==> config.mk <==
export PLATFORM = sky130hd
export DESIGN_NAME = dds_wave_gen_ctrl
export DESIGN_NICKNAME = d
export VERILOG_FILES = /design/src/rtl/dds_wave_gen_ctrl.sv
export SDC_FILE = /design/constraint.sdc
export NUM_CORES = 1
export LEC_CHECK = 0
export BUFFER_PORTS_ARGS = -buffer_cell sky130_fd_sc_hd__buf_2
export CORE_MARGIN = 2
export CORE_UTILIZATION = 48
export CTS_CLUSTER_SIZE = 14
export DETAILED_ROUTE_END_ITERATION = 10
export GPL_TIMING_DRIVEN = 1
export PLACE_DENSITY_LB_ADDON = 0.15
export SYNTH_ARGS = -nofsm -noshare
export SYNTH_HDL_FRONTEND = slang
export SYNTH_SLANG_ARGS = --single-unit
==> constraint.sdc <==
create_clock -name clk -period 4.54 [get_ports clk]
set_input_delay 0.681 -clock clk [delete_from_list [all_inputs] [get_ports clk]]
set_output_delay 0.681 -clock clk [all_outputs]
set_load 0.02 [all_outputs]
==> src/rtl/dds_wave_gen_ctrl.sv <==
// DDS waveform generator: phase accumulator, push-button control of wave/amp/phase/freq,
// and a three-stage sample pipeline around an external 1-cycle-latency sine ROM.
module dds_wave_gen_ctrl #(
  parameter int               ACC_W       = 32,
  parameter int               ROM_AW      = 9,
  parameter int               DATA_W      = 8,
  parameter int               AMP_W       = 4,
  parameter int               AMP_MAX     = 15,
  parameter int               FREQ_MAX    = 50,
  parameter logic [ACC_W-1:0] FTW_STEP    = ACC_W'(2**23),
  parameter int               PHASE_STEPS = 8,
  localparam int              FREQ_W      = $clog2(FREQ_MAX + 1),
  localparam int              PH_W        = (PHASE_STEPS > 1) ? $clog2(PHASE_STEPS) : 1
) (
  input  logic                      clk,
  input  logic                      rst_n,
  input  logic                      en,
  input  logic                      w_ctrl,
  input  logic                      a_ctrl,
  input  logic                      p_ctrl,
  input  logic                      f_ctrl,
  output logic [ROM_AW-1:0]         rom_addr,
  input  logic [DATA_W-1:0]         rom_q,
  output logic [DATA_W+AMP_W-1:0]   wave_out,
  output logic                      wave_valid,
  output logic [1:0]                wave_sel,
  output logic [AMP_W-1:0]          amp,
  output logic [FREQ_W-1:0]         freq_mult,
  output logic [PH_W-1:0]           phase_idx
);

  localparam int                PROD_W       = DATA_W + AMP_W;
  localparam logic [ROM_AW-1:0] PH_ADDR_STEP = ROM_AW'((2**ROM_AW) / PHASE_STEPS);

  // Button bit order: 0 wave, 1 amplitude, 2 phase, 3 frequency
  logic [3:0]        sync1_q, sync1_d, sync2_q, sync2_d, edge_q, edge_d, pulse;
  logic [1:0]        wave_sel_q, wave_sel_d;
  logic [AMP_W-1:0]  amp_q, amp_d;
  logic [FREQ_W-1:0] freq_q, freq_d;
  logic [PH_W-1:0]   phase_q, phase_d;
  logic [ACC_W-1:0]  acc_q, acc_d, ftw;
  logic [ROM_AW-1:0] pa, rom_addr_q, rom_addr_d, addr1_q, addr1_d;
  logic [1:0]        sel0_q, sel0_d, sel1_q, sel1_d;
  logic [AMP_W-1:0]  amp0_q, amp0_d, amp1_q, amp1_d;
  logic              en0_q, en0_d, en1_q, en1_d;
  logic [ROM_AW-2:0] fold;
  logic [DATA_W-1:0] raw;
  logic [PROD_W-1:0] wave_q, wave_d;
  logic              valid_q, valid_d;

  always_comb begin
    sync1_d = {f_ctrl, p_ctrl, a_ctrl, w_ctrl};
    sync2_d = sync1_q;
    edge_d  = sync2_q;
    pulse   = sync2_q & ~edge_q;

    wave_sel_d = pulse[0] ? wave_sel_q + 2'd1 : wave_sel_q;

    amp_d = amp_q;
    if (pulse[1]) amp_d = (amp_q == AMP_W'(AMP_MAX)) ? AMP_W'(1) : amp_q + AMP_W'(1);

    phase_d = phase_q;
    if (pulse[2]) phase_d = (phase_q == PH_W'(PHASE_STEPS - 1)) ? '0 : phase_q + PH_W'(1);

    freq_d = freq_q;
    if (pulse[3]) freq_d = (freq_q == FREQ_W'(FREQ_MAX)) ? FREQ_W'(1) : freq_q + FREQ_W'(1);
  end

  // The ACC_W-wide product truncates, giving the tuning word modulo 2^ACC_W
  always_comb begin
    ftw        = ACC_W'(freq_q) * FTW_STEP;
    acc_d      = en ? acc_q + ftw : acc_q;
    pa         = acc_q[ACC_W-1 -: ROM_AW] + ROM_AW'(phase_q) * PH_ADDR_STEP;
    rom_addr_d = en ? pa : rom_addr_q;
    sel0_d     = en ? wave_sel_q : sel0_q;
    amp0_d     = en ? amp_q : amp0_q;
    en0_d      = en;
    addr1_d    = rom_addr_q;
    sel1_d     = sel0_q;
    amp1_d     = amp0_q;
    en1_d      = en0_q;

    fold = addr1_q[ROM_AW-1] ? ~addr1_q[ROM_AW-2:0] : addr1_q[ROM_AW-2:0];
    case (sel1_q)
      2'd0:    raw = rom_q;
      2'd1:    raw = addr1_q[ROM_AW-1 -: DATA_W];
      2'd2:    raw = addr1_q[ROM_AW-1] ? '0 : '1;
      default: raw = fold[ROM_AW-2 -: DATA_W];
    endcase

    // Only samples launched while enabled reach the output, so it freezes with en low
    wave_d  = en1_q ? PROD_W'(raw) * PROD_W'(amp1_q) : wave_q;
    valid_d = en1_q;
  end

  always_ff @(posedge clk or negedge rst_n) begin
    if (!rst_n) begin
      sync1_q    <= '1;
      sync2_q    <= '1;
      edge_q     <= '1;
      wave_sel_q <= '0;
      amp_q      <= AMP_W'(1);
      freq_q     <= FREQ_W'(1);
      phase_q    <= '0;
      acc_q      <= '0;
      rom_addr_q <= '0;
      addr1_q    <= '0;
      sel0_q     <= '0;
      sel1_q     <= '0;
      amp0_q     <= '0;
      amp1_q     <= '0;
      en0_q      <= 1'b0;
      en1_q      <= 1'b0;
      wave_q     <= '0;
      valid_q    <= 1'b0;
    end else begin
      sync1_q    <= sync1_d;
      sync2_q    <= sync2_d;
      edge_q     <= edge_d;
      wave_sel_q <= wave_sel_d;
      amp_q      <= amp_d;
      freq_q     <= freq_d;
      phase_q    <= phase_d;
      acc_q      <= acc_d;
      rom_addr_q <= rom_addr_d;
      addr1_q    <= addr1_d;
      sel0_q     <= sel0_d;
      sel1_q     <= sel1_d;
      amp0_q     <= amp0_d;
      amp1_q     <= amp1_d;
      en0_q      <= en0_d;
      en1_q      <= en1_d;
      wave_q     <= wave_d;
      valid_q    <= valid_d;
    end
  end

  assign rom_addr   = rom_addr_q;
  assign wave_out   = wave_q;
  assign wave_valid = valid_q;
  assign wave_sel   = wave_sel_q;
  assign amp        = amp_q;
  assign freq_mult  = freq_q;
  assign phase_idx  = phase_q;

endmodule

==> results.md <==
* Status: completed
* Share of cells above drive strength 1 at 23.97%
* Clock transition at the registers of the reported paths at 90 ps
* Setup slack on the worst flop-to-flop path at 530 ps
* Max Root-Sink Buffers at 2
* Register area share after synthesis at 45.50%
* Initial antenna violation count at 0
* Fin crit period at 4008 ps
* Hold Path Stages at 0
* Wire per inst at 14.50 µm
* Primary FF master, synth: dfrtp_1
* Slew @ Worst Pin at 991.5 ps
* Core area at 9153 µm²
* ANT cells at 0
* Synth Cell Area at 4493 µm²
* Warnings from Yosys at 0
* Mean post-synth cell area at 11.04 µm²
* CTS Buf Count at 9
* Kind of critical path: flip-flop to flip-flop
* Fin Clk Skew at 9.338 ps
* FF-to-FF Start: sel1_q[0]
* Worst Reg-to-Reg Cells at 13
* CTS root buffer: clkbuf_8
* Htree depth at 3
* Buffers on Ports at 51
* Area grow syn2layout at 12.81%
* Max-Cap Viols at 0
* Worst endpoint required time at 4780 ps
* HP Start: en0_q
* Largest net degree at the start of global routing at 82
* Hold Crit Class: flip-flop to flip-flop
* Hold Path End: en1_q
* Placed Cells at 558
* Design Area, Final at 5069 µm²
* Synth top area cells: dfrtp_1 37%, dfstp_2 8.2%, ha_1 7.8%
* Top routing layer used: met4
* Post-synth EDFFs at 0
* Drt initial violations at 83
* Final ANT Viol Nets at 0
* DR vias/cell at 5.401
* Final hold violation count at 0
* Die width at 100.8 µm
* Fmax at 0.2495 GHz
* Relative slew margins at 33.90%
* Die height at 100.8 µm
* R2r endpoint: wave_out[9]
* First-pass GRT wire length at 14060 µm
* DR vias at 3100
* Finished Layout Cells at 574
* Worst skew pair latency at 360 ps
* Final setup fails at 0
* Gpl congestion at 0.8092
* Drt pass-1 iters at 4
* Nets at 515
* Die area at 10150 µm²
* CP endpoint kind: flip-flop
* Setup TNS Final at 0 ps
* Synth cell types at 56
* Mapped Cells at 407
* Starting Density at 49.09%
* RSZ-0062 raised after global routing: false
* M1 WL at 3827 µm
* CP max FO at 17
* Dpl cell area at 4836 µm²
* Post-synthesis async set-or-reset flop share at 100.0%
* Routed wl met3 at 282 µm
* Final Hold Slack at 353.6 ps
* I/O pin count at 52
* DP HPWL at 6096 µm
* Tcrit/Tclk final at 88.27%
* Arr. time, crit path at 4250 ps
* Post-route DRC at 0
* Area share of the largest cell type after synthesis at 37.32%
* Synth area leader: dfrtp_1
* Startpoint class of the critical path: flip-flop
* Grt total ovfl at 0
* Postcts setup bufs at 0
* CTS hold repair buffers at 0
* CTS tree: built
* Final WL at 8322 µm
* Met2 routed WL at 4145 µm
* Vias in the first global route at 3011
* Slew Viols, Final at 0
* Net Count, Synth at 464
* Row cnt at 35
* CTS Sinks at 81
* GRT Util Overall at 17.72%
* # resized after CTS at 0
* Synthesized flop and latch total at 81
cells in the mapped netlist (all sizes together), types with 2 or more instances:
library cell and instances:
dfrtp 67, nor2b 37, inv 30, ha 28
mux2 22, nor2 19, a21oi 18, nand2 18
xnor2 15, dfstp 14, fa 14, nor3 12
o21ai 11, nand2b 10, a21o 7, buf 7
nand3 6, a211oi 5, nor3b 5, o21a 5
a31oi 4, clkbuf 4, nor4 4, o211ai 4
a2111oi 3, nand4 3, o2111ai 3, o2bb2ai 3
o311ai 3, o31ai 3, or3 3, a2111o 2
a211o 2, mux2i 2, nand3b 2, or4 2
metrics by stage:
| step | utilization [%] | worst slack (ps) |
|---|---|---|
| after global routing | 55.38 | 193.3 |
| final | 55.38 | 532.3 |
| after CTS | 55.38 | 508.4 |
| after detailed placement | 52.84 | 565.0 |
| after global placement | 52.84 | 665.7 |
| after floorplan | - | 944.9 |
metal layers:
layer | up-vias | global-route usage, %
li1 | 1545 | -
met1 | 1510 | 22.66
met2 | 40 | 29.49
met3 | 5 | 4.300
met4 | 0 | 6.006
met5 | - | 0
cell type report:
type	count	area (µm²)
clock buffers	9	123.9
fillers	805	4084
flip-flops and latches	81	2044
well taps	111	138.9
multi-input cells	285	2282
clock inverters	7	108.9
inverters	30	112.6
repair buffers	51	257.7
state kept, by name, summed over array words and instances, names as in the netlist:
register,flops
acc_q,9
addr1_q,9
amp,4
amp0_q,4
amp1_q,4
edge_d,4
edge_q,4
en0_q,1
en1_q,1
freq_mult,6
phase_idx,3
rom_addr,9
sel0_q,2
sel1_q,2
sync1_q,4
wave_out,12
wave_sel,2
wave_valid,1
cell usage in the layout, fill, tap and decap left out, types with 4 or more instances in the layout:
master,Yosys,final
o21a_1,4,4
nor4_1,4,4
a31oi_1,4,4
clkbuf_8,0,9
a21oi_1,17,17
dfstp_2,14,14
nand3_1,6,6
xnor2_1,15,15
fa_1,14,14
buf_2,4,50
inv_1,29,29
nor3_1,12,12
dfrtp_1,67,67
o21ai_0,10,10
nor2b_1,37,37
nand2b_1,10,10
nor2_1,19,19
mux2_2,22,22
ha_1,28,28
nand2_1,18,18
o211ai_1,4,4
a21o_1,6,6
a211oi_1,4,4
nor3b_1,5,5
cells by family after synthesis:
logic type                 count (synthesis)  share of synthesized area, %
DFF                                       81                         45.50
AOI/OAI and AO/OA                         78                         12.45
xor gates and xnor gates                  16                         3.119
and+or+nand+nor                          125                         15.23
muxes                                     24                         5.959
adders and majority gates                 42                         14.04
buffers and inverters                     41                         3.703
worst max-delay path by stage:
| stage | to | from | depth (start not counted) |
|---|---|---|---|
| 2_1_floorplan | wave_out[9] | sel1_q[0] | 13 |
| 3_3_place_gp | wave_out[9] | sel1_q[0] | 13 |
| 3_5_place_dp | wave_out[9] | sel1_q[0] | 13 |
| 4_1_cts | wave_out[9] | sel1_q[0] | 13 |
| 5_1_grt | wave_out[9] | sel1_q[0] | 13 |
| 6_report | wave_out[9] | sel1_q[0] | 13 |
critical path, cell delays in order (launching register included):
cell and delay [ps]:
dfrtp_1 630, nor2b_1 260, xnor2_1 100, a21oi_1 300, nor2b_1 120, fa_1 540, inv_1 50, fa_1 520
inv_1 40, ha_1 350, o21a_2 240, a211oi_2 360, o21ai_1 90, a221o_1 290
Power is not shown: default switching activity piles up to over one toggle a cycle in this logic, so the estimate is an artifact.
